### src/rtl/spiking_neuron_nin.sv
`timescale 1ns/1ps
// spiking_neuron_nin: N-input spiking neuron with per-input time-state kernels,
// runtime weights/bias/barrier, wide wrap-free accumulator and delayed spike delivery.
// Optional feature macro: SPIKING_NEURON_SPIKE_COUNT_EN adds a saturating spike_count output.
module spiking_neuron_nin #(
   parameter int NEURON_ID      = -1,
   parameter int INPUTS_COUNT   = 4,
   parameter int INT_WIDTH      = 8,
   parameter int ADDR_WIDTH     = 8,
   parameter int CMD_WIDTH      = 8,
   parameter int STATE_SIZE     = 4,
   parameter int STATE_GOOD_MAX = 4,
   parameter int STATE_NULL     = 15,
   parameter int OUT_BARRIER    = ((1 << INT_WIDTH) - 1) / 2
) (
   input  logic                          clk,
   input  logic                          rst,
   input  logic [ADDR_WIDTH-1:0]         addr,
   input  logic [CMD_WIDTH-1:0]          cmd,
   input  logic signed [2*INT_WIDTH-1:0] cmd_arg,
   input  logic [INPUTS_COUNT-1:0]       in,
   output logic                          out
`ifdef SPIKING_NEURON_SPIKE_COUNT_EN
   ,
   output logic [15:0]                   spike_count
`endif
);

   localparam int IW      = INT_WIDTH;
   localparam int DW      = 2 * INT_WIDTH;
   localparam int SW      = STATE_SIZE;
   localparam int INT_MAX = (1 << INT_WIDTH) - 1;
   localparam int AW      = 3 * INT_WIDTH + $clog2(INPUTS_COUNT + 2) + 1;

   localparam logic [ADDR_WIDTH-1:0] MY_ADDR     = ADDR_WIDTH'(NEURON_ID);
   localparam logic [CMD_WIDTH-1:0]  CMD_TICK    = '0;
   localparam logic [CMD_WIDTH-1:0]  CMD_DELAY   = {CMD_WIDTH{1'b1}};
   localparam logic [CMD_WIDTH-1:0]  CMD_BIAS    = CMD_DELAY - CMD_WIDTH'(1);
   localparam logic [CMD_WIDTH-1:0]  CMD_CLEAR   = CMD_DELAY - CMD_WIDTH'(2);
   localparam logic [CMD_WIDTH-1:0]  CMD_BARRIER = CMD_DELAY - CMD_WIDTH'(3);

   localparam logic [SW-1:0] ST_ZERO = '0;
   localparam logic [SW-1:0] ST_GOOD = SW'(STATE_GOOD_MAX);
   localparam logic [SW-1:0] ST_NULL = SW'(STATE_NULL);

   // Kernel shape 0.7, 1.0, 0.6, 0.3, 0.1 of full scale, truncated
   localparam logic [IW-1:0] K0 = IW'((INT_MAX * 7) / 10);
   localparam logic [IW-1:0] K1 = IW'(INT_MAX);
   localparam logic [IW-1:0] K2 = IW'((INT_MAX * 6) / 10);
   localparam logic [IW-1:0] K3 = IW'((INT_MAX * 3) / 10);
   localparam logic [IW-1:0] K4 = IW'(INT_MAX / 10);

   localparam logic signed [DW-1:0] W_RST     = DW'(INT_MAX / INPUTS_COUNT);
   localparam logic [IW-1:0]        BAR_RST   = IW'(OUT_BARRIER);
   localparam logic [IW-1:0]        DT_RST    = IW'(1);
   localparam logic signed [AW-1:0] INH_SCALE = AW'(INT_MAX * INPUTS_COUNT);

   function automatic logic [IW-1:0] kern(input logic [SW-1:0] s);
      logic [IW-1:0] k;
      case (s)
         SW'(0):  k = K0;
         SW'(1):  k = K1;
         SW'(2):  k = K2;
         SW'(3):  k = K3;
         SW'(4):  k = K4;
         default: k = '0;
      endcase
      return k;
   endfunction

   logic [SW-1:0]        state_q     [INPUTS_COUNT];
   logic [SW-1:0]        state_d     [INPUTS_COUNT];
   logic [SW-1:0]        state_adv   [INPUTS_COUNT];
   logic signed [DW-1:0] w_q         [INPUTS_COUNT];
   logic signed [DW-1:0] w_d         [INPUTS_COUNT];
   logic signed [AW-1:0] term        [INPUTS_COUNT];
   logic [SW-1:0]        state_out_q, state_out_d, state_out_adv;
   logic signed [DW-1:0] bias_q, bias_d;
   logic [IW-1:0]        dt_q, dt_d;
   logic [IW-1:0]        barrier_q, barrier_d;
   logic [IW-1:0]        cnt_q, cnt_d;
   logic                 out_q, out_d;
   logic signed [AW-1:0] acc;
   logic [IW-1:0]        sat;
   logic                 fire;
   logic                 unused_acc_frac;

   // Per-input state advance and weighted kernel contribution
   generate
      for (genvar gi = 0; gi < INPUTS_COUNT; gi++) begin : g_input
         assign state_adv[gi] = in[gi] ? ST_ZERO :
                                ((state_q[gi] < ST_GOOD) ? state_q[gi] + SW'(1) : ST_NULL);
         assign term[gi] = AW'($signed({1'b0, kern(state_adv[gi])})) * AW'(w_q[gi]);
      end
   endgenerate

   assign state_out_adv = (state_out_q < ST_GOOD) ? state_out_q + SW'(1) : ST_NULL;

   // Accumulate bias, self-inhibition and weighted inputs at full width, then saturate
   always_comb begin
      acc = (AW'(bias_q) <<< IW) - AW'(kern(state_out_adv)) * INH_SCALE;
      for (int i = 0; i < INPUTS_COUNT; i++) begin
         acc = acc + term[i];
      end
      if (acc[AW-1]) begin
         sat = '0;
      end else if (|acc[AW-2:DW]) begin
         sat = IW'(INT_MAX);
      end else begin
         sat = acc[DW-1:IW];
      end
   end

   // Fraction bits below the output scale are intentionally dropped
   assign unused_acc_frac = ^acc[IW-1:0];
   assign fire = (sat > barrier_q);

   // Next-state: configuration commands, CLEAR, or a neural tick
   always_comb begin
      state_d     = state_q;
      w_d         = w_q;
      state_out_d = state_out_q;
      bias_d      = bias_q;
      dt_d        = dt_q;
      barrier_d   = barrier_q;
      cnt_d       = cnt_q;
      out_d       = 1'b0;
      if (cmd != CMD_TICK) begin
         if (cmd == CMD_CLEAR) begin
            cnt_d       = '0;
            state_out_d = ST_NULL;
            for (int i = 0; i < INPUTS_COUNT; i++) begin
               state_d[i] = ST_NULL;
            end
         end else if (addr == MY_ADDR) begin
            if (cmd == CMD_DELAY) begin
               dt_d = cmd_arg[IW-1:0];
            end else if (cmd == CMD_BIAS) begin
               bias_d = cmd_arg;
            end else if (cmd == CMD_BARRIER) begin
               barrier_d = cmd_arg[IW-1:0];
            end else begin
               for (int i = 0; i < INPUTS_COUNT; i++) begin
                  if (cmd == CMD_WIDTH'(i + 1)) w_d[i] = cmd_arg;
               end
            end
         end
      end else begin
         state_d     = state_adv;
         state_out_d = state_out_adv;
         if (cnt_q != '0) begin
            // A spike is in flight: count it down, no integration meanwhile
            out_d = (cnt_q == IW'(1));
            cnt_d = cnt_q - IW'(1);
         end else if (fire) begin
            state_out_d = ST_ZERO;
            if (dt_q == '0) out_d = 1'b1;
            else            cnt_d = dt_q;
         end
      end
   end

   // State registers with synchronous reset
   always_ff @(posedge clk) begin
      if (rst) begin
         out_q       <= 1'b0;
         cnt_q       <= '0;
         state_out_q <= ST_NULL;
         bias_q      <= '0;
         dt_q        <= DT_RST;
         barrier_q   <= BAR_RST;
         for (int i = 0; i < INPUTS_COUNT; i++) begin
            state_q[i] <= ST_NULL;
            w_q[i]     <= W_RST;
         end
      end else begin
         out_q       <= out_d;
         cnt_q       <= cnt_d;
         state_out_q <= state_out_d;
         bias_q      <= bias_d;
         dt_q        <= dt_d;
         barrier_q   <= barrier_d;
         state_q     <= state_d;
         w_q         <= w_d;
      end
   end

   assign out = out_q;

`ifdef SPIKING_NEURON_SPIKE_COUNT_EN
   logic [15:0] spike_cnt_q, spike_cnt_d;

   // Saturating count of emitted spikes, cleared with CLEAR
   always_comb begin
      spike_cnt_d = spike_cnt_q;
      if (cmd == CMD_CLEAR) begin
         spike_cnt_d = '0;
      end else if (out_d && (spike_cnt_q != 16'hFFFF)) begin
         spike_cnt_d = spike_cnt_q + 16'd1;
      end
   end

   // Spike counter register
   always_ff @(posedge clk) begin
      if (rst) spike_cnt_q <= '0;
      else     spike_cnt_q <= spike_cnt_d;
   end

   assign spike_count = spike_cnt_q;
`endif

endmodule

### config.mk
export PLATFORM = sky130hd
export DESIGN_NAME = spiking_neuron_nin
export DESIGN_NICKNAME = d
export VERILOG_FILES = /design/src/rtl/spiking_neuron_nin.sv
export SDC_FILE = /design/constraint.sdc
export NUM_CORES = 2
export LEC_CHECK = 0
export CELL_PAD_IN_SITES_DETAIL_PLACEMENT = 0
export CELL_PAD_IN_SITES_GLOBAL_PLACEMENT = 1
export CORE_MARGIN = 2
export CORE_UTILIZATION = 52
export CTS_BUF_LIST = sky130_fd_sc_hd__clkbuf_8 sky130_fd_sc_hd__clkbuf_16
export CTS_CLUSTER_DIAMETER = 80
export DETAILED_ROUTE_END_ITERATION = 8
export HOLD_SLACK_MARGIN = 0.1
export PLACE_DENSITY = 0.9
export SLEW_MARGIN = 20
export SYNTH_ARGS = -nofsm -noshare
export SYNTH_HDL_FRONTEND = slang
export SYNTH_SLANG_ARGS = --single-unit
### constraint.sdc
create_clock -name clk -period 18.2 [get_ports clk]
set_clock_uncertainty 0.1 [all_clocks]
set_input_delay 4.55 -clock clk [delete_from_list [all_inputs] [get_ports clk]]
set_output_delay 4.55 -clock clk [all_outputs]
set_load 0.05 [all_outputs]
==> Yosys cells after proc, flatten, opt, wreduce, memory -nomap -nowiden <==
Index checks and enable logic that the tools add are counted.
{ "word_totals": {"regBits": 125, "latch_bits": 0, "ramBits": 0, "rom_bits": 0, "inputBits": 38, "output_inout_bits": 1, "word_cells": 121, "memories": 0} }
{ "op_classes": {"addsub": 11, "multipliers": 5, "div": 0, "magnitude_cmp": 6, "n_eq_ne": 32, "n_shift": 0, "n_mux": 30, "bitwise_logic": 4, "reduce_logical": 19} }
{ "ops": {"columns": ["cell", "n"], "rows": [
  ["$pmux 8 s5", 5],
  ["$mul 9x16->25", 4],
  ["$mux 8", 7],
  ["$mux 4", 13],
  ["$eq 4x2->1 const B", 10],
  ["$eq 8x8->1 const B", 5],
  ["$mux 16", 2],
  ["$add 27x25->28", 1],
  ["$add 28x25->28", 1],
  ["$reduce_and 7->1", 4],
  ["$add 26x25->27", 1],
  ["$add 25x25->26", 1],
  ["$sub 24x19->25", 1],
  ["$add 4x1->4 const B", 5],
  ["$eq 4x1->1 const B", 5],
  ["$eq 4x3->1 const B", 5],
  ["$logic_not 4->1", 5],
  ["$lt 4x3->1 const B", 5],
  ["$eq 8x1->1 const B", 2],
  ["$eq 8x2->1 const B", 2],
  ["$mul 8x8->16 const B", 1],
  ["$reduce_bool 8->1", 2],
  ["$reduce_or 11->1", 1],
  ["$eq 8x3->1 const B", 1],
  ["13 further kinds", 18]
]} }

==> Logic depth before layout (Yosys ltp) <==
{ "depth": {"ltp_word": 17, "ltp_mapped": 49, "depth_no_buf": 48} }

==> Worst setup path after synthesis <==
Ideal clock, no wire load.
{ "synth_timing": {"kind": "input to register", "from": "input port in[1]", "to": "register cnt_q[0]", "setup_ns": 0.093, "arrival_ns": 13.860, "required_time_ns": 18.007, "setup_slack_ns": 4.148, "path_stages": 33, "n_path_buf": 2, "path_cell_list": "nor4b_1 clkbuf_1 nand2_1 inv_1 fa_1 inv_1 fa_1 fa_1 fa_1 fa_1 fa_1 fa_1 fa_1 inv_1 ha_1 clkbuf_1 o21bai_1 o221ai_1 a311o_1 nor3_2 or3b_2 a211o_1 nor4_4 a31oi_1 ha_1 nor2b_1 o21a_1 o21a_1 o21ai_0 nand3b_1 a311oi_1 nor2_1 o32ai_1"} }
{ "synth_via": {"elab_chain_len": 13, "elab_cells_between_ends": 17, "classes_between": "add/sub: 3; mul: 1; order compare: 1; eq/ne: 4; mux: 4; reduce/logical: 4"} }
{ "synth_rtl": {"columns": ["item", "line", "rtl"], "rows": [
  ["start: declaration", "21", "input logic [INPUTS_COUNT-1:0] in,"],
  ["$mux 4 *", "91", "assign state_adv[gi] = in[gi] ? ST_ZERO :"],
  ["$eq 4x3->1 (tied with other cells)", "60", "case (s)"],
  ["$pmux 8 s5 *", "60", null],
  ["$mul 9x16->25 *", "93", "assign term[gi] = AW'($signed({1'b0, kern(state_adv[gi])})) * AW'(w_q[gi]);"],
  ["$add 26x25->27 *", "103", "acc = acc + term[i];"],
  ["$add 27x25->28 *", "103", null],
  ["$add 28x25->28 *", "103", null],
  ["$reduce_or 11->1", "107", "end else if (|acc[AW-2:DW]) begin"],
  ["$mux 8", "107", null],
  ["$mux 8 *", "105", "if (acc[AW-1]) begin"],
  ["$gt 8x8->1 *", "116", "assign fire = (sat > barrier_q);"],
  ["$reduce_bool 3->1 (no line) *", null, null],
  ["$reduce_and 3->1 (no line) *", null, null],
  ["end signal: assignment", "178", "cnt_q <= cnt_d;"],
  ["end: declaration", "81", "logic [IW-1:0] cnt_q, cnt_d;"]
]} }
Every way passes the cells marked *; elsewhere a longest branch is shown, timed or not.
A chain may end at the register's enable or synchronous reset.

==> Final worst setup path <==
{ "layout_timing": {"from": "input port in[3]", "to": "register cnt_q[0]"} }
{ "layout_via": {"elab_chain_len": 11, "elab_cells_between_ends": 15, "classes_between": "add/sub: 1; mul: 1; order compare: 1; eq/ne: 4; mux: 4; reduce/logical: 4"} }
{ "layout_rtl": {"columns": ["item", "line"], "rows": [
  ["$mux 4 *", "91"],
  ["$eq 4x3->1 (tied with other cells)", "60"],
  ["$pmux 8 s5 *", "60"],
  ["$mul 9x16->25 *", "93"],
  ["$add 28x25->28 *", "103"],
  ["$reduce_or 11->1", "107"],
  ["$mux 8", "107"],
  ["$mux 8 *", "105"],
  ["$gt 8x8->1 *", "116"],
  ["$reduce_bool 3->1 (no line) *", null],
  ["$reduce_and 3->1 (no line) *", null]
]} }
Marks and branches as above.

==> impl_metrics.toml <==
[run_status]
status = "finished, final reports clean"

[detailed_routing]
vias = 19239
firstDrtPassIters = 5
drt-initial-drc-count = 1451
wl_per_cell_um = 19.9
wl_met1_um = 29100
wl_met3_um = 4850
viasPerCell = 5.42
met2_wirelength_um = 34500
drc = 0
drtAntennaViolNets = 0
routed.top_layer = "met4"
drt-total-wl_um = 70600

[yosys]
synth_seq_cells = 125
synth_warnings = 0
netlist_top_cells_count = "inv_1 (698), fa_1 (627), nand2_1 (293)"
synth-simple-area-share_pct = 14.6
synth_top_area_share_pct = 46.6
syn_nets = 3729
synthMuxAreaShare_pct = 1.52
synth_top_family_by_area = "adder cells"
synth_area_leader_cell = "fa_1"
synth.distinct_cells = 76
syn_area_sq_mm = 0.0269
yosys.area_share.xor_xnor_pct = 1.20
synth.area.top_cells = "fa_1 (47%), ha_1 (9.8%), inv_1 (9.7%), dfxtp_1 (9.3%), and2_1 (4.3%)"
avgSynthCellArea_sq_um = 9.43
yosysMostFrequentCell = "inv_1"
synthAdderAreaFrac_pct = 56.4
syn-instance-count = 2854
seq_area_frac_synth_pct = 9.30
synth_ff_type = "dfxtp_1"
synth_edf_count = 0
ys_async_sr_fraction_pct = 0
synth_compound_area_share_pct = 6.15

[placed_design]
dp_hpwl_um = 61400
place_congestion = 0.932
place_area_sq_mm = 0.0280
io_buffers = 38

[floorplanning]
ios = 39
dieWidth_um = 232
die_y_um = 232
start_util_pct = 52.6
num_rows = 83
die-area_sq_mm = 0.0536
core_area_sq_mm = 0.0512

[cts]
cts_buffers = 17
cts_resized = 0
clkTransAtPathRegs_ns = 0.07
cts_tree = "done"
clockBufferDepth = 2
clock_latency_ns = 0.49
cts_setup_buffers = 0
clkSinkCount = 125
ctsHoldBuffers = 0
htree_num_levels = 4
cts-root-buf = "clkbuf_16"

[sta]
rsz0062_at_grt = "false"
setup_tns_ns = 0
final_max_slew_viol_count = 0
hold_viol_final = 0
relSlewSlack_pct = 31.7
holdWs_ns = 0.379
setup_violations = 0
worst_pin_slew_ns = 1.02
finalCriticalPeriod_ns = 15.69
fmax_mhz = 63.7
period_share_pct = 86.2

[cells_and_area]
nNetsFinal = 3730
syn_to_final_growth_pct = 6.34
drive_above_1_share_pct = 2.62
final_util_pct = 55.9
antenna_cells = 0
final_cell_area_sq_mm = 0.0286
fill_cells = 4488

[worst_setup_path]
critPathMaxStageDelay_ns = 0.65
cp.arrival_ns = 15.97
cp_max_fo = 16
crit_path_start_kind = "input port"
cp_slowest_cell = "and3_1"
crit_path_end_kind = "flop"
crit_path_frequent_cell = "fa_1"
cp.required_ns = 18.49
crit_type = "in -> reg"
reg2reg_setup_slack_ns = 3.20

[power]
leakagePower_nw = 13.3
powerDensity_mw_per_mm2 = 94.7
peakVddDrop_mv = 0.408

[hold_path]
hold_class = "reg -> reg"

[global_route]
grt_pass1_wl_um = 116000
grt_pass1_vias = 21120
grtUsageTotal_pct = 28.5
grt_overflow_total = 0
grt_max_degree = 78
grt_antenna_before_repair = 0

[flow_run]
cap_violations = 0
-- state kept, by name, summed over array words and instances, names as in the netlist --
signal / count
cnt_q: 8
state_q: 16
bias_q: 16
state_out_q: 4
w_q: 64
barrier_q: 8
out: 1
dt_q: 8
-- area by class of cell --
type	count	area [sq um]	area share [%]
Clock inverter	15	199	0.695
Inverter	699	2620	9.17
Tap cell	680	851	2.97
Timing Repair Buffer	52	480	1.68
Multi-Input combinational cell	1960	21500	75.3
Clock buffer	17	425	1.49
Sequential cell	125	2500	8.74
-- cells in the final DEF (no fill, tap or decap), types with 9 or more instances in the layout --
| master | instances |
|---|---|
| xor2_1 | 12 |
| nor3_1 | 29 |
| a21oi_1 | 100 |
| inv_1 | 698 |
| nor2b_1 | 67 |
| nor2_1 | 109 |
| nand4_1 | 11 |
| clkdlybuf4s50_1 | 37 |
| clkbuf_16 | 17 |
| or3_1 | 14 |
| a21o_1 | 18 |
| buf_4 | 14 |
| ha_1 | 210 |
| nand2_1 | 293 |
| o21a_1 | 12 |
| a31oi_1 | 11 |
| mux2i_1 | 37 |
| fa_1 | 627 |
| and3_1 | 9 |
| o211ai_1 | 23 |
| o21ai_0 | 28 |
| dfxtp_1 | 125 |
| nand3_1 | 18 |
| o22ai_1 | 11 |
| xnor2_1 | 25 |
| and2_1 | 186 |
-- metrics by stage --
| step | setup WS (ns) | std cells | total power, mW |
|---|---|---|---|
| floorplan | 4.15 | 2854 | 1.71 |
| global placement | 2.13 | 3516 | 2.30 |
| detailed placement | 2.07 | 3516 | 2.29 |
| CTS | 2.51 | 3548 | 2.70 |
| global route | 1.94 | 3548 | 2.96 |
| finish | 2.51 | 3548 | 2.71 |
-- kinds of logic (layout without fill, tap and decap cells) --
logic type	after synthesis	count (layout)
fa+ha+maj	837	837
compound gates	259	259
buf+inv	769	783
xor+xnor	37	37
mux	40	40
simple gates	787	787
flops	125	125
-- power breakdown --
group / internal (mW) / switching (mW) / total (mW)
registers: 0.274 / 0.000151 / 0.274
logic: 0.770 / 1.28 / 2.05
clock network: 0.220 / 0.165 / 0.386
total: 1.26 / 1.45 / 2.71
-- layer usage --
metal,vias to the layer above,global-route usage [%]
li1,8625,-
met3,124,4.59
met4,0,9.74
met2,667,47.4
met5,-,0
met1,9823,37.9
-- path summary, 6_finish.rpt --
path | cells after the start | end | from
setup / recovery | 32 | cnt_q[0] | in[3]
hold / removal | 2 | state_out_q[1] | state_out_q[1]
setup reg to reg | 46 | cnt_q[0] | state_out_q[0]
hold reg to reg | 2 | state_out_q[1] | state_out_q[1]
-- critical path, delay by kind of cell --
family                     cells  cell delay (ns)
AOI/OAI and AO/OA              9             2.54
adders and majority gates     10             4.80
buffers and inverters          3             0.91
and+or+nand+nor               10             3.15
Note: power is estimated with default switching activity, not from simulation.
